[src/rtl/i2s_tx.sv]
// i2s_tx: serializes stereo samples into an I2S bitstream; this block is the BCLK/LRCLK master.
// Latency: a sample rides the next full frame; MSB leaves at most one frame plus one BCLK after vld_i.
// Backpressure: none; a second sample before the frame load overwrites the held one and pulses overflow_o.
// Build option: define I2S_TX_LJ_EN for left-justified output (no delay bit, LRCLK high = left slot).

package sample_pkg;
    typedef struct packed {
        logic [23:0] lc;
        logic [23:0] rc;
    } sample_t;
endpackage

module i2s_tx #(
    parameter int DATA_WIDTH = 24,
    parameter int SLOT_WIDTH = 32,
    parameter int BCLK_HALF  = 2
) (
    input  logic                                    clk,
    input  logic                                    rst,
    input  logic [$bits(sample_pkg::sample_t)-1:0]  data_i,
    input  logic                                    vld_i,
    output logic                                    bclk_o,
    output logic                                    lrclk_o,
    output logic                                    sdata_o,
    output logic                                    underrun_o,
    output logic                                    overflow_o
);

    localparam int FRAME_BITS = 2 * SLOT_WIDTH;
    localparam int BC_W       = $clog2(FRAME_BITS);
    localparam int DIV_W      = (BCLK_HALF > 1) ? $clog2(BCLK_HALF) : 1;

    localparam logic [BC_W-1:0]  BC_LAST  = BC_W'(FRAME_BITS - 1);
    localparam logic [BC_W-1:0]  BC_SLOT  = BC_W'(SLOT_WIDTH);
    localparam logic [BC_W-1:0]  BC_DATA  = BC_W'(DATA_WIDTH);
    localparam logic [DIV_W-1:0] DIV_LAST = DIV_W'(BCLK_HALF - 1);

    sample_pkg::sample_t sample;
    assign sample = data_i;

    // clock generation state
    logic [DIV_W-1:0]      div_cnt_q, div_cnt_d;
    logic                  bclk_q, bclk_d;
    logic [BC_W-1:0]       bit_cnt_q, bit_cnt_d;

    // serial output state
    logic                  lrclk_q, lrclk_d;
    logic                  sdata_q, sdata_d;
    logic [DATA_WIDTH-1:0] sreg_l_q, sreg_l_d;
    logic [DATA_WIDTH-1:0] sreg_r_q, sreg_r_d;

    // one-frame hold buffer
    logic [DATA_WIDTH-1:0] hold_l_q, hold_l_d;
    logic [DATA_WIDTH-1:0] hold_r_q, hold_r_d;
    logic                  hold_vld_q, hold_vld_d;

    // status pulses
    logic                  underrun_q, underrun_d;
    logic                  overflow_q, overflow_d;

    // decoded strobes
    logic                  div_wrap;
    logic                  fall;
    logic                  frame_start;
    logic                  right_slot;
    logic [BC_W-1:0]       slot_pos;
    logic                  in_data;

    // BCLK divider and frame bit counter; every serial change happens on the BCLK falling edge
    always_comb begin
        div_wrap    = (div_cnt_q == DIV_LAST);
        div_cnt_d   = div_wrap ? '0 : div_cnt_q + 1'b1;
        bclk_d      = div_wrap ? ~bclk_q : bclk_q;
        fall        = div_wrap & bclk_q;
        frame_start = fall & (bit_cnt_q == BC_LAST);
        bit_cnt_d   = bit_cnt_q;
        if (fall) begin
            bit_cnt_d = frame_start ? '0 : bit_cnt_q + 1'b1;
        end
        // slot decode looks at the position being entered, so outputs and counter move together
        right_slot = (bit_cnt_d >= BC_SLOT);
        slot_pos   = right_slot ? (bit_cnt_d - BC_SLOT) : bit_cnt_d;
`ifdef I2S_TX_LJ_EN
        in_data    = (slot_pos < BC_DATA);
`else
        in_data    = (slot_pos != '0) && (slot_pos <= BC_DATA);
`endif
    end

    // hold buffer: newest sample wins; overwrite counts as overflow unless the load consumed the old one
    always_comb begin
        hold_l_d   = hold_l_q;
        hold_r_d   = hold_r_q;
        hold_vld_d = hold_vld_q;
        overflow_d = 1'b0;
        if (frame_start) begin
            hold_vld_d = 1'b0;
        end
        if (vld_i) begin
            hold_l_d   = sample.lc;
            hold_r_d   = sample.rc;
            hold_vld_d = 1'b1;
            overflow_d = hold_vld_q & ~frame_start;
        end
    end

    // frame load and MSB-first shift-out; the load is visible to the same fall so LJ can emit p0 data
    always_comb begin
        sreg_l_d   = sreg_l_q;
        sreg_r_d   = sreg_r_q;
        lrclk_d    = lrclk_q;
        sdata_d    = sdata_q;
        underrun_d = 1'b0;
        if (frame_start) begin
            // buffer contents as registered before this cycle; an empty buffer sends a muted frame
            sreg_l_d   = hold_vld_q ? hold_l_q : '0;
            sreg_r_d   = hold_vld_q ? hold_r_q : '0;
            underrun_d = ~hold_vld_q;
        end
        if (fall) begin
`ifdef I2S_TX_LJ_EN
            lrclk_d = ~right_slot;
`else
            lrclk_d = right_slot;
`endif
            sdata_d = 1'b0;
            if (in_data) begin
                if (right_slot) begin
                    sdata_d  = sreg_r_d[DATA_WIDTH-1];
                    sreg_r_d = {sreg_r_d[DATA_WIDTH-2:0], 1'b0};
                end else begin
                    sdata_d  = sreg_l_d[DATA_WIDTH-1];
                    sreg_l_d = {sreg_l_d[DATA_WIDTH-2:0], 1'b0};
                end
            end
        end
    end

    // state registers; reset parks the bit counter on the last bit so the first fall starts a frame
    always_ff @(posedge clk) begin
        if (rst) begin
            div_cnt_q  <= '0;
            bclk_q     <= 1'b0;
            bit_cnt_q  <= BC_LAST;
            lrclk_q    <= 1'b0;
            sdata_q    <= 1'b0;
            sreg_l_q   <= '0;
            sreg_r_q   <= '0;
            hold_l_q   <= '0;
            hold_r_q   <= '0;
            hold_vld_q <= 1'b0;
            underrun_q <= 1'b0;
            overflow_q <= 1'b0;
        end else begin
            div_cnt_q  <= div_cnt_d;
            bclk_q     <= bclk_d;
            bit_cnt_q  <= bit_cnt_d;
            lrclk_q    <= lrclk_d;
            sdata_q    <= sdata_d;
            sreg_l_q   <= sreg_l_d;
            sreg_r_q   <= sreg_r_d;
            hold_l_q   <= hold_l_d;
            hold_r_q   <= hold_r_d;
            hold_vld_q <= hold_vld_d;
            underrun_q <= underrun_d;
            overflow_q <= overflow_d;
        end
    end

    assign bclk_o     = bclk_q;
    assign lrclk_o    = lrclk_q;
    assign sdata_o    = sdata_q;
    assign underrun_o = underrun_q;
    assign overflow_o = overflow_q;

endmodule

[config.mk]
export PLATFORM = sky130hd
export DESIGN_NAME = i2s_tx
export DESIGN_NICKNAME = d
export VERILOG_FILES = /design/src/rtl/i2s_tx.sv
export SDC_FILE = /design/constraint.sdc
export NUM_CORES = 1
export LEC_CHECK = 0
export CELL_PAD_IN_SITES_DETAIL_PLACEMENT = 1
export CELL_PAD_IN_SITES_GLOBAL_PLACEMENT = 1
export CORE_UTILIZATION = 35
export DETAILED_ROUTE_END_ITERATION = 16
export GPL_ROUTABILITY_DRIVEN = 1
export GPL_TIMING_DRIVEN = 1
export PLACE_DENSITY_LB_ADDON = 0.08
export SYNTH_ARGS = -nofsm -noshare
export SYNTH_HDL_FRONTEND = slang
export SYNTH_SLANG_ARGS = --single-unit
[constraint.sdc]
create_clock -name clk -period 4.15 [get_ports clk]
set_input_delay 0.83 -clock clk [delete_from_list [all_inputs] [get_ports clk]]
set_output_delay 0.83 -clock clk [all_outputs]
set_load 0.05 [all_outputs]
==> flow_summary.json <==
{
  "grt_busiest_layer": "met2",
  "final_min_period_over_clock_period": 0.624,
  "drt_wl_total_um": 10600,
  "max_freq_ghz": 0.386,
  "fin_crit_ns": 2.59,
  "place.gp.congestion": 0.781,
  "detail_route.wl_per_cell_um": 15.0,
  "detail_route.drc_violations": 0,
  "antenna_found_initial": 0,
  "finalSetupViolations": 0,
  "yosysUniqueCellTypes": 50,
  "power_switching_share": 0.250,
  "internal_dissipation_mw": 1.66,
  "grt_util_met2": 0.263,
  "holdCritPathClass": "flip-flop to flip-flop",
  "cts_setup_buffers": 0,
  "synthCells": 505,
  "synth_compound_gate_area_share": 0.0824,
  "timing_worst_slew_pin_value_ns": 1.16,
  "synth_top_family_by_area": "multiplexers",
  "finish.net_count": 583,
  "ff2ff_setup_slack_ns": 1.56,
  "gr-usage-met1": 0.201,
  "dr.first_iter.drc_count": 138,
  "netlist_top_cells_area": "dfxtp_1 45%, mux2i_1 9.9%, mux2_2 6.1%, mux2_4 5.9%, a21oi_1 5.4%",
  "antenna_diode_count": 0,
  "hold_violations": 0,
  "capturing_instance_or_port_of_the_critical_path": "sreg_r_q[11]",
  "comb_power_share": 0.105,
  "post-dp-hpwl_um": 6690,
  "dpl-instance-area_mm2": 0.00539,
  "netlist.area_leader.share": 0.452,
  "clock_power_share": 0.388,
  "synth_async_sr_flop_share": 0,
  "maxSlewHeadroom": 0.229,
  "place.port_buffers": 55,
  "area_added_between_synthesis_and_finish_pct": 17.5,
  "mappedNetlistArea_mm2": 0.00483,
  "fp.dieArea_mm2": 0.0143,
  "critical_path.max_fanout": 23,
  "synth.ff_latch_count": 109,
  "grt_overflow_total": 0,
  "totalNegativeSetupSlack_ns": 0,
  "numCtsBuffers": 9,
  "leak_pwr_nw": 2.23,
  "core_area_mm2": 0.0133,
  "floorplan.die.height_um": 119,
  "track_usage": 0.158,
  "worstSetupStartpoint": "bit_cnt_q[0]",
  "grt_max_degree": 112,
  "r2r-end": "sreg_r_q[11]",
  "grt_pass1_vias": 3763,
  "grt_setup_unrepaired": "false",
  "pwr_density_cell_mw_per_mm2": 390,
  "dieWidth_um": 119,
  "synth.largest_area_cell": "dfxtp_1",
  "timing.rr.start": "bit_cnt_q[0]",
  "final_layout_size_suffix_gt1_frac": 0.149,
  "max-cap-violations": 0,
  "clkSinkCount": 109,
  "cts.repair.resized": 0,
  "cts-root-buf": "clkbuf_16",
  "cts-htree-levels": 3,
  "post-route-cell-area_mm2": 0.00568,
  "fraction_of_synthesized_cell_area_in_xor_and_xnor_cells": 0.00725,
  "synth.yosys.seq_area_share": 0.452,
  "cp_max_delay_cell": "nor2_4",
  "post_synth_mux_area_share": 0.226,
  "rr_worst_depth": 6,
  "tritoncts_clock_tree": "yes",
  "synth_simple_gate_area_share": 0.177,
  "vias_per_cell": 4.99,
  "path_clk_slew_ns": 0.07,
  "worst_hold_margin_ns": 0.499,
  "timing.hold.worst.start": "hold_r_q[19]",
  "antenna_violating_nets_post_route": 0,
  "pin_count": 56,
  "std_cell_rows": 42,
  "worst_clock_skew_ns": 0.00737,
  "path_cells": "ha_1, o21ai_0, a311oi_2, mux2i_4, nor2_4, mux2_2",
  "worst-setup-path-type": "flip-flop to flip-flop",
  "ir_drop_mv": 0.176,
  "final_max_slew_viol_count": 0,
  "syn-mean-instance-area_um2": 9.57,
  "delay_of_the_slowest_cell_on_the_worst_path_ns": 0.52,
  "drtPass1Iterations": 4,
  "seq_power_share": 0.508,
  "synth_flop_cell": "dfxtp_1",
  "crit_path_end_kind": "flip-flop",
  "ys.warnings.count": 0,
  "worstSkewPairLatency_ns": 0.35,
  "grt_use_met3": 0.0259,
  "synth_edf_count": 0,
  "worst_hold_path_cells": 2,
  "crit_arrival_ns": 2.82,
  "postCtsHoldBufs": 0,
  "critPathLaunchType": "flip-flop",
  "p_sw_mw": 0.554,
  "required_ns": 4.38,
  "yosys.area_share.adder": 0.00259,
  "max-clock-path-buffers": 2,
  "result_of_the_run": "finished clean",
  "initial_utilization": 0.362,
  "synth_nets": 557,
  "grt_pass1_wl_um": 18200,
  "num_vias": 3556
}
power by group through the flow:
stage	sequential (mW)	clock [mW]	combinational (mW)
after CTS	1.13	0.898	0.237
final	1.13	0.859	0.232
after floorplan	1.13	0	0.172
after detailed placement	1.15	0	0.236
after global routing	1.13	0.945	0.254
after global placement	1.15	0	0.232
cell families after synthesis:
logic type / Yosys count
AO/OA/AOI/OAI: 69
XOR/XNOR: 4
adder cells (fa/ha/maj): 1
buffers and inverters: 45
flip-flops: 109
multiplexers: 95
AND/OR/NAND/NOR: 182
worst min path at each step:
stage	end	slack (ns)
2_1_floorplan	hold_r_q[0]	0.45
3_3_place_gp	hold_r_q[10]	0.48
3_5_place_dp	hold_l_q[16]	0.49
4_1_cts	hold_l_q[16]	0.50
5_1_grt	hold_l_q[7]	0.53
6_report	hold_r_q[19]	0.50
sequential cells by signal, summed over array words and instances (netlist names):
register and flops:
hold_r_q 24, overflow_o 1, bit_cnt_q 6, lrclk_o 1, sreg_r_q 24, sreg_l_q 24, bclk_o 1, underrun_o 1
div_cnt_q 1, hold_l_q 24, sdata_o 1, hold_vld_q 1
layer usage:
metal  up-vias  routed length, um
li1       1794                  -
met1      1708               5120
met2        41               5100
met3        13                241
met4         0                193
met5         -                  0
cells in the mapped netlist (2+ instances only):
| cell type | instances |
|---|---|
| nor3_1 | 2 |
| buf_1 | 5 |
| a31oi_1 | 2 |
| mux2_4 | 19 |
| nand3_1 | 52 |
| buf_12 | 2 |
| nand2b_1 | 2 |
| mux2_2 | 26 |
| and2_1 | 2 |
| xnor2_1 | 3 |
| nand4b_1 | 2 |
| a211o_1 | 3 |
| nor2_1 | 56 |
| mux2i_1 | 48 |
| buf_2 | 2 |
| o41ai_1 | 2 |
| dfxtp_1 | 109 |
| clkbuf_1 | 28 |
| a21oi_1 | 52 |
| nand2_1 | 48 |
| dlygate4sd3_1 | 2 |
| buf_6 | 4 |
| nand4_1 | 2 |
| and3_1 | 4 |
| o21ai_0 | 3 |
layout make-up:
class,instances,area [um^2]
fill,1537,7670
clock inverter,6,62.6
multi-input combinational,351,2400
tap,176,220
sequential,109,2180
clock buffer,10,229
timing repair buffer,59,573
inverter,1,3.75
layout by cell type, fill, tap and decap left out, types with 2 or more instances in the layout:
cell             Yosys  final
o41ai_1              2      2
nor2_1              56     55
nor3_1               2      2
nand4b_1             2      2
buf_4                0      5
nand4_1              2      2
and3_1               4      4
o21ai_0              3      3
a211o_1              3      3
a21oi_1             52     52
nand2b_1             2      2
mux2i_1             48     48
a31oi_1              2      2
clkdlybuf4s50_1      0     53
and2_1               2      2
clkbuf_16            0      9
dfxtp_1            109    108
clkinv_2             0      3
mux2_4              19     19
nor2_4               1      2
mux2_2              26     26
nand2_1             48     48
xnor2_1              3      3
nand3_1             52     51
worst max-delay path: cells and delay by family, from the launching register on:
family / cells / cell delay, ns
flip-flops: 1 / 0.47
AND/OR/NAND/NOR: 1 / 0.52
adder cells (fa/ha/maj): 1 / 0.35
AO/OA/AOI/OAI: 2 / 0.56
multiplexers: 2 / 0.56
metrics by stage:
stage | power [mW] | std cells | setup WS, ns | utilization
2_1_floorplan | 1.30 | 505 | 1.76 | -
3_3_place_gp | 1.38 | 696 | 1.66 | 0.403
3_5_place_dp | 1.39 | 696 | 1.57 | 0.403
4_1_cts | 2.26 | 712 | 1.54 | 0.425
5_1_grt | 2.33 | 712 | 1.40 | 0.425
6_report | 2.22 | 712 | 1.56 | 0.425
(Power assumes the default switching activity.)
==> RTL change 1: new RTL, same flow settings <==
Add a define of `I2S_TX_LJ_EN`.
--- a/src/rtl/i2s_tx.sv
+++ b/src/rtl/i2s_tx.sv
@@ -3,4 +3,6 @@
 // Backpressure: none; a second sample before the frame load overwrites the held one and pulses overflow_o.
 // Build option: define I2S_TX_LJ_EN for left-justified output (no delay bit, LRCLK high = left slot).
+
+`define I2S_TX_LJ_EN
 
 package sample_pkg;
Behaviour: not the same (a bounded check fails within 10 cycles, from zero or initial values and one cycle with rst high).
==> RTL change 1 against the unedited design <==
- die area fell by 4.4%
- total power fell by 0.90%
- cell count fell by 1.8%
- sequential cell count did not move
- area after synthesis fell by 4.5%
- final area fell by 3.2%
- worst setup slack improved by 0.090 ns
- routed wire length fell by 4.4%
- combinational power fell by 11%
- first-iteration DRC count rose by 7.2%
- global-route usage rose by 0.69 points
- largest cell class unchanged
==> RTL change 1: results (changes against the unedited design) <==
Parameter                              Value

Run status
  Status    complete, no violations

Setup path
  Arrival time of the worst setup path    2.79 ns (-0.03 ns)
  Last element of the critical path    sreg_r_q[14]
  Top fanout value on the critical path    45 (+96%)
  Peak per-stage delay on the critical path    0.88 ns (+0.36 ns)
  Worst reg-to-reg setup slack    1.65 ns (+0.09 ns)

Route
  Met1 wire length    4753 um (-7.1%)
  Detailed Route Iter0 Violations    148 (+7.2%)
  Vias post-DR    3,466 (-2.5%)
  Met2 routed WL    5038 um (-1.1%)
  Mean routed wirelength per cell    14.56 um (-2.7%)
  Wire length on met3    286 um (+19%)
  Post-Route WL    10,180 um (-4.4%)

Global routing
  M2 GR Usage    28.68% (+2.4 points)
  Number of antenna violations at the first check in global routing    0 (unchanged)
  Global Route met1 Usage    20.18% (+0.031 points)
  Global routing met3 resource utilization    4.634% (+2.0 points)
  Via count of the first global-routing pass    3,636 (-3.4%)
  Pin count of the biggest net entering global routing    111 (-0.89%)
  Wire length of the first global-routing pass    17,480 um (-4.0%)
  Total track usage    16.51% (+0.69 points)

Placed design
  DP HPWL    6214 um (-7.1%)
  Placed cells    685 (-1.6%)
  Area after DPL    5194 um^2 (-3.6%)

Final layout
  Final layout net count    576 (-1.2%)
  Layout cells sized above 1    13.66% (-1.3 points)
  Fill cells    1,491 (-3.0%)

Clocking
  H-tree Lvls    3 (unchanged)
  Number of gates resized after CTS    0 (unchanged)

Synthesis
  Post-synth cell types    40 (-20%)
  Post-synthesis instance total    496 (-1.8%)
  Proportion of synthesized chip area in sequential cells    47.29% (+2.1 points)
  Top cells by count, synth    109 x sky130_fd_sc_hd__dfxtp_1, 56 x sky130_fd_sc_hd__nand2_1, 56 x sky130_fd_sc_hd__nor2_1, 49 x sky130_fd_sc_hd__a21oi_1, 49 x sky130_fd_sc_hd__mux2i_1
  Synthesized Nets    548 (-1.6%)
  Cells taking the most area after synthesis    sky130_fd_sc_hd__dfxtp_1 47%, sky130_fd_sc_hd__mux2_2 11%, sky130_fd_sc_hd__mux2i_1 11%

Timing
  Final worst-path cycle share    60.18% (-2.2 points)
  Pin slew with the least headroom to its limit    1.116 ns (-0.03960 ns)
  Worst Clk Skew    0.004780 ns (-0.002587 ns)

Power and ir drop
  Leakage power total    2.109 nW (-5.3%)
  Switching power    0.5028 mW (-9.2%)
  Worst IR Drop VDD    265.8 uV (+51%)
==> RTL change 1: changes by cell type in the layout (fill, tap and decap cells not counted), moves of 6 or more <==
| cell | change |
|---|---|
| sky130_fd_sc_hd__mux2_4 | -19 |
| sky130_fd_sc_hd__nand3_1 | -6 |
| sky130_fd_sc_hd__mux2_2 | +18 |
| sky130_fd_sc_hd__nand2_1 | +8 |
==> RTL change 1: cell families after synthesis <==
group	share of synthesized area, %
AND/OR/NAND/NOR	17.73
AO/OA/AOI/OAI	8.433
buffers and inverters	4.338
multiplexers	21.37
XOR/XNOR	0.5695
flip-flops	47.29
adder cells (fa/ha/maj)	0.2711
==> RTL change 1: layout make-up <==
type / count / share of cell area, %
tap: 172 / 3.917
multi-input combinational: 347 / 40.72
sequential: 109 / 39.74
clock buffer: 13 / 4.919
timing repair buffer: 57 / 10.16
clock inverter: 1 / 0.5466
==> RTL change 1: worst min path at each step <==
stage | from | to | slack, ns | depth (start not counted)
3_3_place_gp | lrclk_o | lrclk_o | 0.44 | 2
6_report | lrclk_o | lrclk_o | 0.46 | 2
2_1_floorplan | div_cnt_q | div_cnt_q | 0.45 | 1
3_5_place_dp | lrclk_o | lrclk_o | 0.45 | 2
4_1_cts | lrclk_o | lrclk_o | 0.46 | 2
5_1_grt | lrclk_o | lrclk_o | 0.49 | 2
==> RTL change 1: critical path, delay by kind of cell (launching register included) <==
family	cells	cell delay, ns
simple gates	3	1.25
fa+ha+maj	1	0.27
mux	1	0.20
compound gates	1	0.28
flops	1	0.42
==> RTL change 1: power by group through the flow <==
stage	Clock [mW]	Sequential (mW)	Combinational, mW
2_1_floorplan	0	1.13	0.142
3_3_place_gp	0	1.14	0.207
3_5_place_dp	0	1.14	0.211
4_1_cts	0.908	1.12	0.212
5_1_grt	0.950	1.12	0.230
6_report	0.870	1.12	0.207
==> RTL change 2: new RTL, same flow settings <==
Made on the original files. Reset style: asynchronous (`rst`), changed in one clocked block.
--- a/src/rtl/i2s_tx.sv
+++ b/src/rtl/i2s_tx.sv
@@ -138,5 +138,5 @@
 
     // state registers; reset parks the bit counter on the last bit so the first fall starts a frame
-    always_ff @(posedge clk) begin
+    always_ff @(posedge clk or posedge rst) begin
         if (rst) begin
             div_cnt_q  <= '0;
Check against the original RTL: differs if rst is asserted again (counterexample within 4 cycles, from zero or initial values and one cycle with rst high); with rst held inactive, the same outputs for 10 cycles.
==> RTL change 2 against the unedited design <==
- sequential cell count stayed put
- routed wire length is 6.1% lower
- clock skew is 0.0064 ns higher
- count of clock-buffer cells in the layout is 2 higher
- final area is 1.5% higher
- area after synthesis is 1.7% lower
- sequential share of layout area is 9.0 points higher
- clock power is 3.5% higher
- total power is 2.8% lower
- worst setup slack worse by 0.36 ns
- worst hold slack better by 0.0024 ns
- global-route usage is 0.051 points higher
- critical path type unchanged
- highest routed layer unchanged
==> RTL change 2: results (changes against the unedited design) <==
Parameter                              Value

Power and ir drop
  Leakage power total    2.884 nW (+30%)
  Switching power    0.4727 mW (-15%)

Placed design
  Placed cells    592 (-15%)
  Area after DPL    5458 um^2 (+1.3%)
  Routability congestion estimate from global placement    0.8164 (+4.6%)

Setup path
  Peak per-stage delay on the critical path    0.65 ns (+0.13 ns)
  Worst flop-to-flop path endpoint    sreg_l_q[22]
  Crit-path slowest cell    sky130_fd_sc_hd__nand3_2
  Arrival time of the worst setup path    3.21 ns (+0.39 ns)
  Crit path from    bit_cnt_q[0]

Timing
  F_max    0.3393 GHz (-12%)
  Worst Clk Skew    0.01372 ns (+0.006357 ns)
  Headroom to the max-slew limit    36.81% (+14 points)

Clocking
  Clock latency on the worst-skew pair    0.37 ns (+0.02 ns)

Route
  Mean routed wirelength per cell    16.44 um (+9.9%)
  Detailed Route Iter0 Violations    102 (-26%)
  Met1 wire length    4750 um (-7.1%)

Final layout
  Final layout net count    479 (-18%)
  Post-layout instance count excluding filler cells    608 (-15%)
  Layout cells sized above 1    19.21% (+4.3 points)

Synthesis
  Cells taking the most area after synthesis    sky130_fd_sc_hd__dfrtp_1 54%, sky130_fd_sc_hd__mux2_2 12%, sky130_fd_sc_hd__mux2i_1 9.7%
  Post-synthesis instance total    381 (-25%)
  Synthesized Nets    433 (-22%)
  Proportion of synthesized chip area in sequential cells    57.60% (+12 points)
  Post-synth cell types    33 (-34%)

Global routing
  Pin count of the biggest net entering global routing    65 (-42%)
  Wire length of the first global-routing pass    17,290 um (-5.0%)
  Global Route met1 Usage    19.89% (-0.26 points)
  M2 GR Usage    25.77% (-0.49 points)
  Global routing met3 resource utilization    4.054% (+1.5 points)

Run status
  Status    complete, no violations
## RTL change 2: cell types whose count changed after synthesis, moves of 6 or more
| cell | delta |
|---|---|
| sky130_fd_sc_hd__mux2_4 | -19 |
| sky130_fd_sc_hd__mux2_2 | +23 |
| sky130_fd_sc_hd__nand3_1 | -46 |
| sky130_fd_sc_hd__dfrtp_1 | +103 |
| sky130_fd_sc_hd__clkbuf_1 | -9 |
| sky130_fd_sc_hd__dfxtp_1 | -109 |
| sky130_fd_sc_hd__and3_1 | +45 |
| sky130_fd_sc_hd__dfstp_2 | +6 |
| sky130_fd_sc_hd__nand2_1 | -39 |
| sky130_fd_sc_hd__nor2_1 | -51 |
## RTL change 2: power by group through the flow
stage / Combinational, mW / Sequential, mW / Clock [mW]
after floorplan: 0.0723 / 1.14 / 0
after global placement: 0.136 / 1.15 / 0
after detailed placement: 0.140 / 1.15 / 0
after CTS: 0.140 / 1.13 / 0.925
after global routing: 0.150 / 1.14 / 0.957
final: 0.135 / 1.13 / 0.889
## RTL change 2: area by class of cell
| cell class | count | area, um^2 |
|---|---|---|
| Fill cell | 1423 | 7483 |
| Sequential cell | 109 | 2735 |
| Multi-Input combinational cell | 239 | 1879 |
| Timing Repair Buffer | 62 | 598.1 |
| Clock buffer | 12 | 246.5 |
| Tap cell | 176 | 220.2 |
| Clock inverter | 4 | 55.05 |
| Inverter | 6 | 25.02 |
## RTL change 2: cell families (layout without fill, tap and decap cells)
kind of cell	count (synthesis)	in the layout	synth area share (%)
buf+inv	33	84	3.030
fa+ha+maj	1	1	0.2635
compound gates	61	61	7.273
mux	95	95	21.32
flops	109	109	57.60
simple gates	79	79	9.960
xor+xnor	3	3	0.5535
